--- src/rtl/fetch_pkg.sv ---
`default_nettype none
// ------------------------------------------------------------------
// fetch_pkg : shared constants and entry types for the fetch front end
// Rev 1.0
// ------------------------------------------------------------------
package fetch_pkg;

  localparam int DEFAULT_XLEN = 32;
  localparam logic [DEFAULT_XLEN-1:0] NOP = 32'h0000_0013;

  typedef struct packed {
    logic [DEFAULT_XLEN-1:0] pc;
    logic [DEFAULT_XLEN-1:0] instr;
  } fetch_entry_t;

  typedef struct packed {
    logic [DEFAULT_XLEN-1:0] pc;
    logic                    epoch;
  } track_entry_t;

endpackage
`default_nettype wire

--- src/rtl/fetch_fifo.sv ---
`default_nettype none
// ------------------------------------------------------------------
// fetch_fifo : two-entry synchronous FIFO with clear, type-parameterized
// Rev 1.0
// ------------------------------------------------------------------
module fetch_fifo import fetch_pkg::*; #(
  parameter type T = logic [31:0]
) (
  input  logic       clk,
  input  logic       rst_n,
  input  logic       i_push,
  input  logic       i_pop,
  input  logic       i_clear,
  input  T           i_wdata,
  output T           o_rdata,
  output logic       o_full,
  output logic       o_empty,
  output logic [1:0] o_count
);

  T           r_mem [2];
  logic       r_rptr;
  logic       r_wptr;
  logic [1:0] r_count;
  logic       w_pop;
  logic       w_push;

  assign o_empty = (r_count == 2'd0);
  assign o_full  = (r_count == 2'd2);
  assign o_count = r_count;
  assign o_rdata = r_mem[r_rptr];

  // A pop frees the slot a simultaneous push takes, even when full.
  assign w_pop  = i_pop && !o_empty;
  assign w_push = i_push && (!o_full || w_pop);

  always_ff @(posedge clk or negedge rst_n) begin
    if (!rst_n) begin
      r_rptr  <= 1'b0;
      r_wptr  <= 1'b0;
      r_count <= 2'd0;
    end else if (i_clear) begin
      r_rptr  <= 1'b0;
      r_wptr  <= 1'b0;
      r_count <= 2'd0;
    end else begin
      if (w_push) r_wptr <= !r_wptr;
      if (w_pop)  r_rptr <= !r_rptr;
      r_count <= r_count + {1'b0, w_push} - {1'b0, w_pop};
    end
  end

  always_ff @(posedge clk) begin
    if (w_push && !i_clear) r_mem[r_wptr] <= i_wdata;
  end

endmodule
`default_nettype wire

--- src/rtl/fetch_unit.sv ---
`default_nettype none
// ------------------------------------------------------------------
// fetch_unit : PC, imem req/gnt/rvalid handshake, epoch-tagged tracking,
//              two-entry instruction buffer and IF/ID register.  Rev 1.0
// ------------------------------------------------------------------
module fetch_unit import fetch_pkg::*; #(
  parameter int               XLEN     = DEFAULT_XLEN,
  parameter logic [XLEN-1:0]  RESET_PC = '0
) (
  input  logic            clk,
  input  logic            rst_n,
  input  logic            StallF,
  input  logic            StallD,
  input  logic            FlushD,
  input  logic            PCSrcE,
  input  logic [XLEN-1:0] PCTargetE,
  output logic            imem_req,
  output logic [XLEN-1:0] imem_addr,
  input  logic            imem_gnt,
  input  logic            imem_rvalid,
  input  logic [XLEN-1:0] imem_rdata,
  output logic [XLEN-1:0] InstrD,
  output logic [XLEN-1:0] PCD,
  output logic [XLEN-1:0] PCPlus4D,
  output logic            ValidD
);

  logic [XLEN-1:0] r_pcf;
  logic            r_epoch;
  logic [XLEN-1:0] r_instr_d;
  logic [XLEN-1:0] r_pc_d;
  logic [XLEN-1:0] r_pcplus4_d;
  logic            r_valid_d;

  track_entry_t    w_trk_wdata;
  track_entry_t    w_trk_head;
  logic            w_trk_full;
  logic            w_trk_empty;
  logic [1:0]      w_trk_count;
  fetch_entry_t    w_buf_wdata;
  fetch_entry_t    w_buf_head;
  fetch_entry_t    w_ifid_src;
  logic            w_buf_full;
  logic            w_buf_empty;
  logic [1:0]      w_buf_count;
  logic            w_req;
  logic            w_grant;
  logic            w_resp_ok;
  logic            w_ifid_load;
  logic            w_buf_push;
  logic            w_buf_pop;

  assign w_req   = rst_n && !StallF && !PCSrcE &&
                   (({1'b0, w_trk_count} + {1'b0, w_buf_count}) < 3'd2);
  assign w_grant = w_req && imem_gnt;

  assign w_trk_wdata = '{pc: r_pcf, epoch: r_epoch};
  assign w_resp_ok   = imem_rvalid && !w_trk_empty && !PCSrcE &&
                       (w_trk_head.epoch == r_epoch);
  assign w_buf_wdata = '{pc: w_trk_head.pc, instr: imem_rdata};

  // An empty buffer is fall-through: a fresh response can go straight to decode.
  assign w_ifid_load = !FlushD && !StallD && (!w_buf_empty || w_resp_ok);
  assign w_buf_pop   = w_ifid_load && !w_buf_empty;
  assign w_buf_push  = w_resp_ok && !(w_ifid_load && w_buf_empty);
  assign w_ifid_src  = w_buf_empty ? w_buf_wdata : w_buf_head;

  fetch_fifo #(.T(track_entry_t)) u_trk_fifo (
    .clk     (clk),
    .rst_n   (rst_n),
    .i_push  (w_grant),
    .i_pop   (imem_rvalid),
    .i_clear (1'b0),
    .i_wdata (w_trk_wdata),
    .o_rdata (w_trk_head),
    .o_full  (w_trk_full),
    .o_empty (w_trk_empty),
    .o_count (w_trk_count)
  );

  fetch_fifo #(.T(fetch_entry_t)) u_buf_fifo (
    .clk     (clk),
    .rst_n   (rst_n),
    .i_push  (w_buf_push),
    .i_pop   (w_buf_pop),
    .i_clear (PCSrcE),
    .i_wdata (w_buf_wdata),
    .o_rdata (w_buf_head),
    .o_full  (w_buf_full),
    .o_empty (w_buf_empty),
    .o_count (w_buf_count)
  );

  always_ff @(posedge clk or negedge rst_n) begin
    if (!rst_n) begin
      r_pcf   <= RESET_PC;
      r_epoch <= 1'b0;
    end else if (PCSrcE) begin
      r_pcf   <= PCTargetE;
      r_epoch <= !r_epoch;
    end else if (w_grant) begin
      r_pcf   <= r_pcf + XLEN'(4);
    end
  end

  always_ff @(posedge clk or negedge rst_n) begin
    if (!rst_n) begin
      r_valid_d   <= 1'b0;
      r_instr_d   <= NOP;
      r_pc_d      <= '0;
      r_pcplus4_d <= '0;
    end else if (FlushD) begin
      r_valid_d   <= 1'b0;
      r_instr_d   <= NOP;
    end else if (!StallD) begin
      if (w_ifid_load) begin
        r_valid_d   <= 1'b1;
        r_instr_d   <= w_ifid_src.instr;
        r_pc_d      <= w_ifid_src.pc;
        r_pcplus4_d <= w_ifid_src.pc + XLEN'(4);
      end else begin
        r_valid_d   <= 1'b0;
        r_instr_d   <= NOP;
      end
    end
  end

  assign imem_req  = w_req;
  assign imem_addr = r_pcf;
  assign InstrD    = r_instr_d;
  assign PCD       = r_pc_d;
  assign PCPlus4D  = r_pcplus4_d;
  assign ValidD    = r_valid_d;

  a_rvalid_tracked: assert property (@(posedge clk) disable iff (!rst_n)
    imem_rvalid |-> !w_trk_empty)
    else $error("fetch_unit: imem_rvalid with no outstanding request");

  a_trk_no_overflow: assert property (@(posedge clk) disable iff (!rst_n)
    w_grant |-> (!w_trk_full || imem_rvalid));

  a_buf_no_overflow: assert property (@(posedge clk) disable iff (!rst_n)
    w_buf_push |-> (!w_buf_full || w_buf_pop));

endmodule
`default_nettype wire

--- config.mk ---
export PLATFORM = sky130hd
export DESIGN_NAME = fetch_unit
export DESIGN_NICKNAME = d
export VERILOG_FILES = /design/src/rtl/fetch_pkg.sv /design/src/rtl/fetch_fifo.sv /design/src/rtl/fetch_unit.sv
export SDC_FILE = /design/constraint.sdc
export NUM_CORES = 1
export LEC_CHECK = 0
export BUFFER_PORTS_ARGS = -buffer_cell sky130_fd_sc_hd__clkbuf_2
export CAP_MARGIN = 0
export CELL_PAD_IN_SITES_DETAIL_PLACEMENT = 1
export CELL_PAD_IN_SITES_GLOBAL_PLACEMENT = 2
export CORE_MARGIN = 3
export CORE_UTILIZATION = 30
export CTS_BUF_LIST = sky130_fd_sc_hd__clkbuf_16
export DETAILED_ROUTE_END_ITERATION = 8
export PLACE_DENSITY_LB_ADDON = 0.1
export SLEW_MARGIN = 15
export SYNTH_ARGS = -nofsm -noshare
export SYNTH_HDL_FRONTEND = slang
export SYNTH_SLANG_ARGS = --single-unit
--- constraint.sdc ---
create_clock -name clk -period 4.6 [get_ports clk]
set_clock_uncertainty 0.05 [all_clocks]
set_input_delay 0.23 -clock clk [delete_from_list [all_inputs] [get_ports clk]]
set_output_delay 0.23 -clock clk [all_outputs]
set_load 0.005 [all_outputs]
-- Word level (Yosys, flattened, before mapping)
Memories as Yosys holds them, arrays and structs flattened.
Cells that the tools add are included.
- mux-type cells: 18
- equal/unequal tests: 4
- bitwise logic cells: 2
- magnitude comparators: 1
- reductions and logical operators: 39
- add/subtract/negate cells: 7
- operators with widths (operator ; count):
    32-bit 2-to-1 mux ; 5
    32-bit by 3-bit adder with 32-bit output (second input constant) ; 2
    64-bit 2-to-1 mux ; 1
    1-bit logical AND ; 16
    1-bit logical NOT ; 14
    1-bit 2-to-1 mux ; 11
    2-bit nonzero test ; 3
    2-bit by 1-bit adder with 2-bit output ; 2
    2-bit == test (second input constant) ; 2
    2-bit logical NOT ; 2
    2-bit by 1-bit subtractor with 2-bit output ; 2
    2-bit by 2-bit adder with 3-bit output ; 1
    1-bit logical OR ; 3
    3-bit by 2-bit < comparator with 1-bit output (second input constant) ; 1
    3-bit AND reduction ; 1
    2-bit 2-to-1 mux ; 1
    2-bit by 1-bit != test with 1-bit output (second input constant) ; 1
    1-bit NOT ; 2
    1-bit == test ; 1
- input bits: 72
- word-level logic and storage cells: 85
- RAM bits: 194
- memories: 2
- output and inout port bits: 130
- register bits after elaboration: 138
- memories (name ; words ; bits a word ; rd ports ; clocked after Yosys merged registers in ; wr ports ; line ; text):
    u_buf_fifo.r_mem ; 2 ; 64 ; 1 ; 0 ; 1 ; fetch_fifo.sv:21 ; T r_mem [2];
    u_trk_fifo.r_mem ; 2 ; 33 ; 1 ; 0 ; 1 ; fetch_fifo.sv:21 ;

-- Longest topological paths before layout
- depth after elaboration: 14
- mapped depth: 14
- depth with buffers taken out: 9

-- Cells and area by module
From an unflattened synthesis, not the netlist that was laid out.
- cells, all modules: 1122
- area total of the unflattened synthesis: 14491.4 µm²
- modules (own cells, without submodules) (module ; area an instance (µm²) ; seq. area each (µm²) ; instances ; cells an instance):
    fetch_unit ; 7010.5 ; 3206.8 ; 1 ; 766
    fetch_fifo at u_buf_fifo ; 4859.7 ; 3943.8 ; 1 ; 226
    fetch_fifo at u_trk_fifo ; 2621.3 ; 2082.0 ; 1 ; 130

-- Worst setup path after synthesis
OpenSTA, ideal clock, no wires.
- path kind: register to register
- start: reg u_trk_fifo.r_rptr
- end: mem u_buf_fifo.r_mem[0][0] (netlist name) (enable)
- arrival: 4.030 ns
- buffers on the path: 1
- clock period less this slack: 4.574 ns
- stages on the path, launching flop included: 7
- library setup time: 0.494 ns
- data required time: 4.056 ns
- slack: 0.026 ns
- path through: dfrtp_1 -> buf_6 -> mux2i_1 -> xor2_1 -> and2_1 -> o21a_1 -> nor2b_1
- word-level cells in the longest chain between the ends: 12
- elaborated cells between the ends (all ways): 15
- those cells by class: eq/ne: 1; mux: 2; reduce/logical: 11; memory: 1
- RTL lines (what ; line ; text):
    from (decl) ; fetch_fifo.sv:22 ; logic r_rptr;
    from (signal assigned) ; fetch_fifo.sv:48 ; if (w_pop) r_rptr <= !r_rptr;
    memory 2 x 33 bit * ; -- ;
    1-bit == test * ; fetch_unit.sv:59 ; (w_trk_head.epoch == r_epoch);
    1-bit logical AND * ; fetch_unit.sv:58 ; assign w_resp_ok = imem_rvalid && !w_trk_empty && !PCSrcE &&
    1-bit logical OR ; fetch_unit.sv:63 ; assign w_ifid_load = !FlushD && !StallD && (!w_buf_empty || w_resp_ok);
    1-bit logical AND ; fetch_unit.sv:63 ;
    1-bit logical AND, on equally long branches ; fetch_unit.sv:65, fetch_unit.sv:64 ;
    1-bit logical NOT / 1-bit logical AND (equally long branches) ; fetch_unit.sv:65, fetch_fifo.sv:34 ;
    1-bit logical AND / 1-bit logical OR (equally long branches) ; fetch_unit.sv:65, fetch_fifo.sv:35 ;
    1-bit logical AND * ; fetch_fifo.sv:35 ; assign w_push = i_push && (!o_full || w_pop);
    1-bit logical AND * ; fetch_fifo.sv:54 ; if (w_push && !i_clear) r_mem[r_wptr] <= i_wdata;
    1-bit 2-to-1 mux * ; fetch_fifo.sv:54 ;
    1-bit 2-to-1 mux (not written as such) * ; fetch_fifo.sv:54 ;
    to (decl) ; fetch_fifo.sv:21 ;
Mark *: on every way between the ends. The rest lies on a longest branch, timed or not.

-- Worst setup path in the final report
- start: reg u_buf_fifo.r_rptr
- end: reg r_pcplus4_d[30], in the netlist PCPlus4D[30]
- word-level cells in the longest chain between the ends: 3
- RTL lines (what ; line ; text):
    from (decl) ; fetch_fifo.sv:22 ;
    from (signal assigned) ; fetch_fifo.sv:48 ;
    memory 2 x 64 bit ; -- ;
    64-bit 2-to-1 mux ; fetch_unit.sv:66 ; assign w_ifid_src = w_buf_empty ? w_buf_wdata : w_buf_head;
    32-bit by 3-bit adder with 32-bit output ; fetch_unit.sv:120 ; r_pcplus4_d <= w_ifid_src.pc + XLEN'(4);
    to (signal assigned) ; fetch_unit.sv:120 ;
    to (decl) ; fetch_unit.sv:32 ; logic [XLEN-1:0] r_pcplus4_d;
No other way between the ends.
A chain may end at the register's enable or synchronous reset.

==> impl_metrics.tcl <==
set metrics [dict create \
    slowest_stage "nor4_2" \
    routabilityCongestion 0.736 \
    ant_nets 0 \
    power.leakage_nw 7.00 \
    via_count 10200 \
    yosys_most_used_dff "edfxtp_1" \
    irDropWorstVdd_mv 0.221 \
    p_per_area_nw_per_um2 537 \
    ios 202 \
    post-cts-setup-buffers 0 \
    endpoint_kind "flip-flop" \
    overflow 0 \
    die_x_microns 225 \
    rsz0062_at_grt "false" \
    layout.nets 1538 \
    status "complete, no violations" \
    worstMarginPinSlew_ns 0.978 \
    numPortBuffers 201 \
    wl_per_cell_microns 19.9 \
    timing.critical_path.buf_inv 1 \
    max_cap_viol_count 0 \
    antenna_found_initial 0 \
    syn_nets 1273 \
    grt_max_degree 65 \
    critPathMaxFanout 34 \
    ctsResizeCount 0 \
    relSlewSlack_pct 34.7 \
    postCtsHoldBufs 67 \
    finalSetupTns_ns 0 \
    grt_pass1_vias 10500 \
    routed_wl_microns 41700 \
    fill_cells 5112 \
    critPathKind "reg -> reg" \
    drc 0 \
    dp_hpwl_microns 29000 \
    max_stage_delay_ns 0.85 \
    htree_levels 2 \
    holdCritPathClass "in -> reg" \
    synth_area_per_cell_sq_um 12.0 \
    die_h_microns 225 \
    finalSetupViolations 0 \
    syn_to_final_growth_pct 24.9 \
    grt_pass1_wl_microns 64700 \
    tritoncts "yes" \
    via_per_inst 4.85 \
    ys_seq_elements 330 \
    crit_path_start_kind "flip-flop" \
    clk_pin_slew_ns 0.05 \
    clock-sinks 330 \
    fin_total_pwr_mw 9.60 \
    initial_core_util_pct 30.6 \
    die_area_sq_um 50400 \
    synthCells 1194 \
    hold_viol 0 \
    synth_edf_count 194 \
    syn_area_sq_um 14300 \
    diodes 0 \
    path_depth 7 \
    fmaxAchievable_mhz 295 \
    cp_cell_sequence "buf_4 > nand3_1 > a211oi_1 > nor2_2 > nor4_2 > a31o_2 > a31oi_1" \
    cts_max_path_buffers 3 \
    core-area_sq_um 46900 \
    drive_above_1_share_pct 23.0 \
    synthDistinctLibCells 63 \
    synthArstFlopShare_pct 41.2 \
    ys_seq_area_share_pct 64.4 \
    crit_required_ns 4.92 \
    r2r_cells 7 \
    slew_viol_final 0 \
    clk_latency_ns 0.55 \
    crit_family "simple AND/OR/NAND/NOR gates" \
    finalCritPeriodShare_pct 73.7 \
    arrival_ns 3.72 \
    cts_buffers 40 \
    holdPathStages 2 \
    min_period_ns 3.39 \
    drtIter0Drc 537 \
    grtUsageTotal_pct 16.6 \
    cts_root_buffer "clkbuf_16" \
    ys.warnings.count 0 \
    num_rows 79 \
    dr.pass1.iters 5 \
]
cells in the final DEF, fill, tap and decap left out, drive strengths merged, types with 8 or more instances in the layout:
master / netlist / routed
nor2: 87 / 87
mux2: 44 / 44
xnor2: 17 / 17
o21ai: 108 / 108
buf: 27 / 23
and2: 8 / 8
nand4: 10 / 10
dlygate4sd3: 0 / 67
xor2: 9 / 9
a21oi: 58 / 58
o311ai: 12 / 12
a221o: 8 / 8
inv: 19 / 32
or3: 12 / 12
mux2i: 64 / 64
nand3: 37 / 37
clkinv: 0 / 15
nand2: 182 / 182
a31oi: 20 / 20
clkbuf: 40 / 241
nor2b: 8 / 8
nor4: 13 / 13
edfxtp: 194 / 194
dfrtp: 133 / 133
logic make-up after synthesis:
logic type | after synthesis | synth area share [%]
AND/OR/NAND/NOR | 398 | 12.8
flip-flops | 330 | 64.4
AO/OA/AOI/OAI | 239 | 9.86
multiplexers | 108 | 7.95
buffers and inverters | 86 | 2.74
XOR/XNOR | 26 | 1.59
adder cells (fa/ha/maj) | 7 | 0.663
cells in the mapped netlist, types with 10 or more instances:
cell	count	share of area [%]
nor2_1	86	2.3
nand2_1	182	4.8
a21oi_1	58	2.0
inv_1	19	0.50
clkbuf_1	40	1.0
nand4_1	10	0.44
nand3_1	37	1.3
edfxtp_1	194	41
xnor2_1	17	1.0
nor4_1	12	0.52
o311ai_0	12	0.73
mux2_2	44	3.5
a31oi_1	20	0.87
or3_1	12	0.52
mux2i_1	63	4.4
dfrtp_1	133	23
buf_2	10	0.35
o21ai_0	107	3.7
per-stage QoR:
stage	hold WS (ns)	instance area (sq um)	setup WS [ns]	utilization, %	instances
finish	0.0466	17900	1.21	38.2	2096
global route	0.0422	17900	0.868	38.2	2096
CTS	0.00810	17900	1.17	38.2	2096
detailed placement	0.211	16000	1.20	34.2	1957
global placement	0.205	16000	1.23	34.2	1957
floorplan	-0.116	14300	0.0257	-	1194
registers in the layout, summed over array words and instances (netlist names), 2 cells and up:
signal / cells
u_buf_fifo.r_mem: 128
u_trk_fifo.o_count: 2
PCPlus4D: 30
u_buf_fifo.o_count: 2
u_trk_fifo.r_mem: 66
imem_addr: 32
InstrD: 32
PCD: 32
path summary, 6_finish.rpt:
| kind | startpoint | endpoint | slack, ns |
|---|---|---|---|
| worst max-delay path | u_buf_fifo.r_rptr$_DFFE_PN0P_ | PCPlus4D[30]$_DFFE_PN0P_ | 1.21 |
| worst min-delay path | PCSrcE | u_buf_fifo.r_wptr$_DFFE_PN0P_ | 0.05 |
| worst max register to register | u_buf_fifo.r_rptr$_DFFE_PN0P_ | PCPlus4D[30]$_DFFE_PN0P_ | 1.21 |
| worst min register to register | PCD[20]$_DFFE_PN0P_ | PCD[20]$_DFFE_PN0P_ | 0.42 |
| max in group asynchronous | rst_n | PCPlus4D[2]$_DFFE_PN0P_ | 3.17 |
| min in group asynchronous | rst_n | imem_addr[29]$_DFFE_PN0N_ | 0.18 |
layer usage:
layer / vias up / global-route usage (%) / wire, microns
met1: 5023 / 24.4 / 21000
met5: - / 0 / 0
met2: 197 / 25.3 / 18300
li1: 4896 / - / -
met4: 0 / 4.14 / 929
met3: 55 / 3.03 / 1490
final cells by class:
| type | count | area (sq um) | area share (%) |
|---|---|---|---|
| repair buffers | 290 | 1870 | 10.5 |
| inverters | 19 | 71.3 | 0.398 |
| flip-flops and latches | 330 | 9240 | 51.6 |
| clock inverters | 31 | 186 | 1.04 |
| well taps | 607 | 759 | 4.24 |
| clock buffers | 41 | 1030 | 5.73 |
| multi-input cells | 778 | 4750 | 26.5 |
power breakdown:
group / internal (mW) / switching, mW
registers: 3.68 / 0.370
clock network: 1.72 / 1.22
logic: 1.02 / 1.59
(Power assumes the default switching activity.)
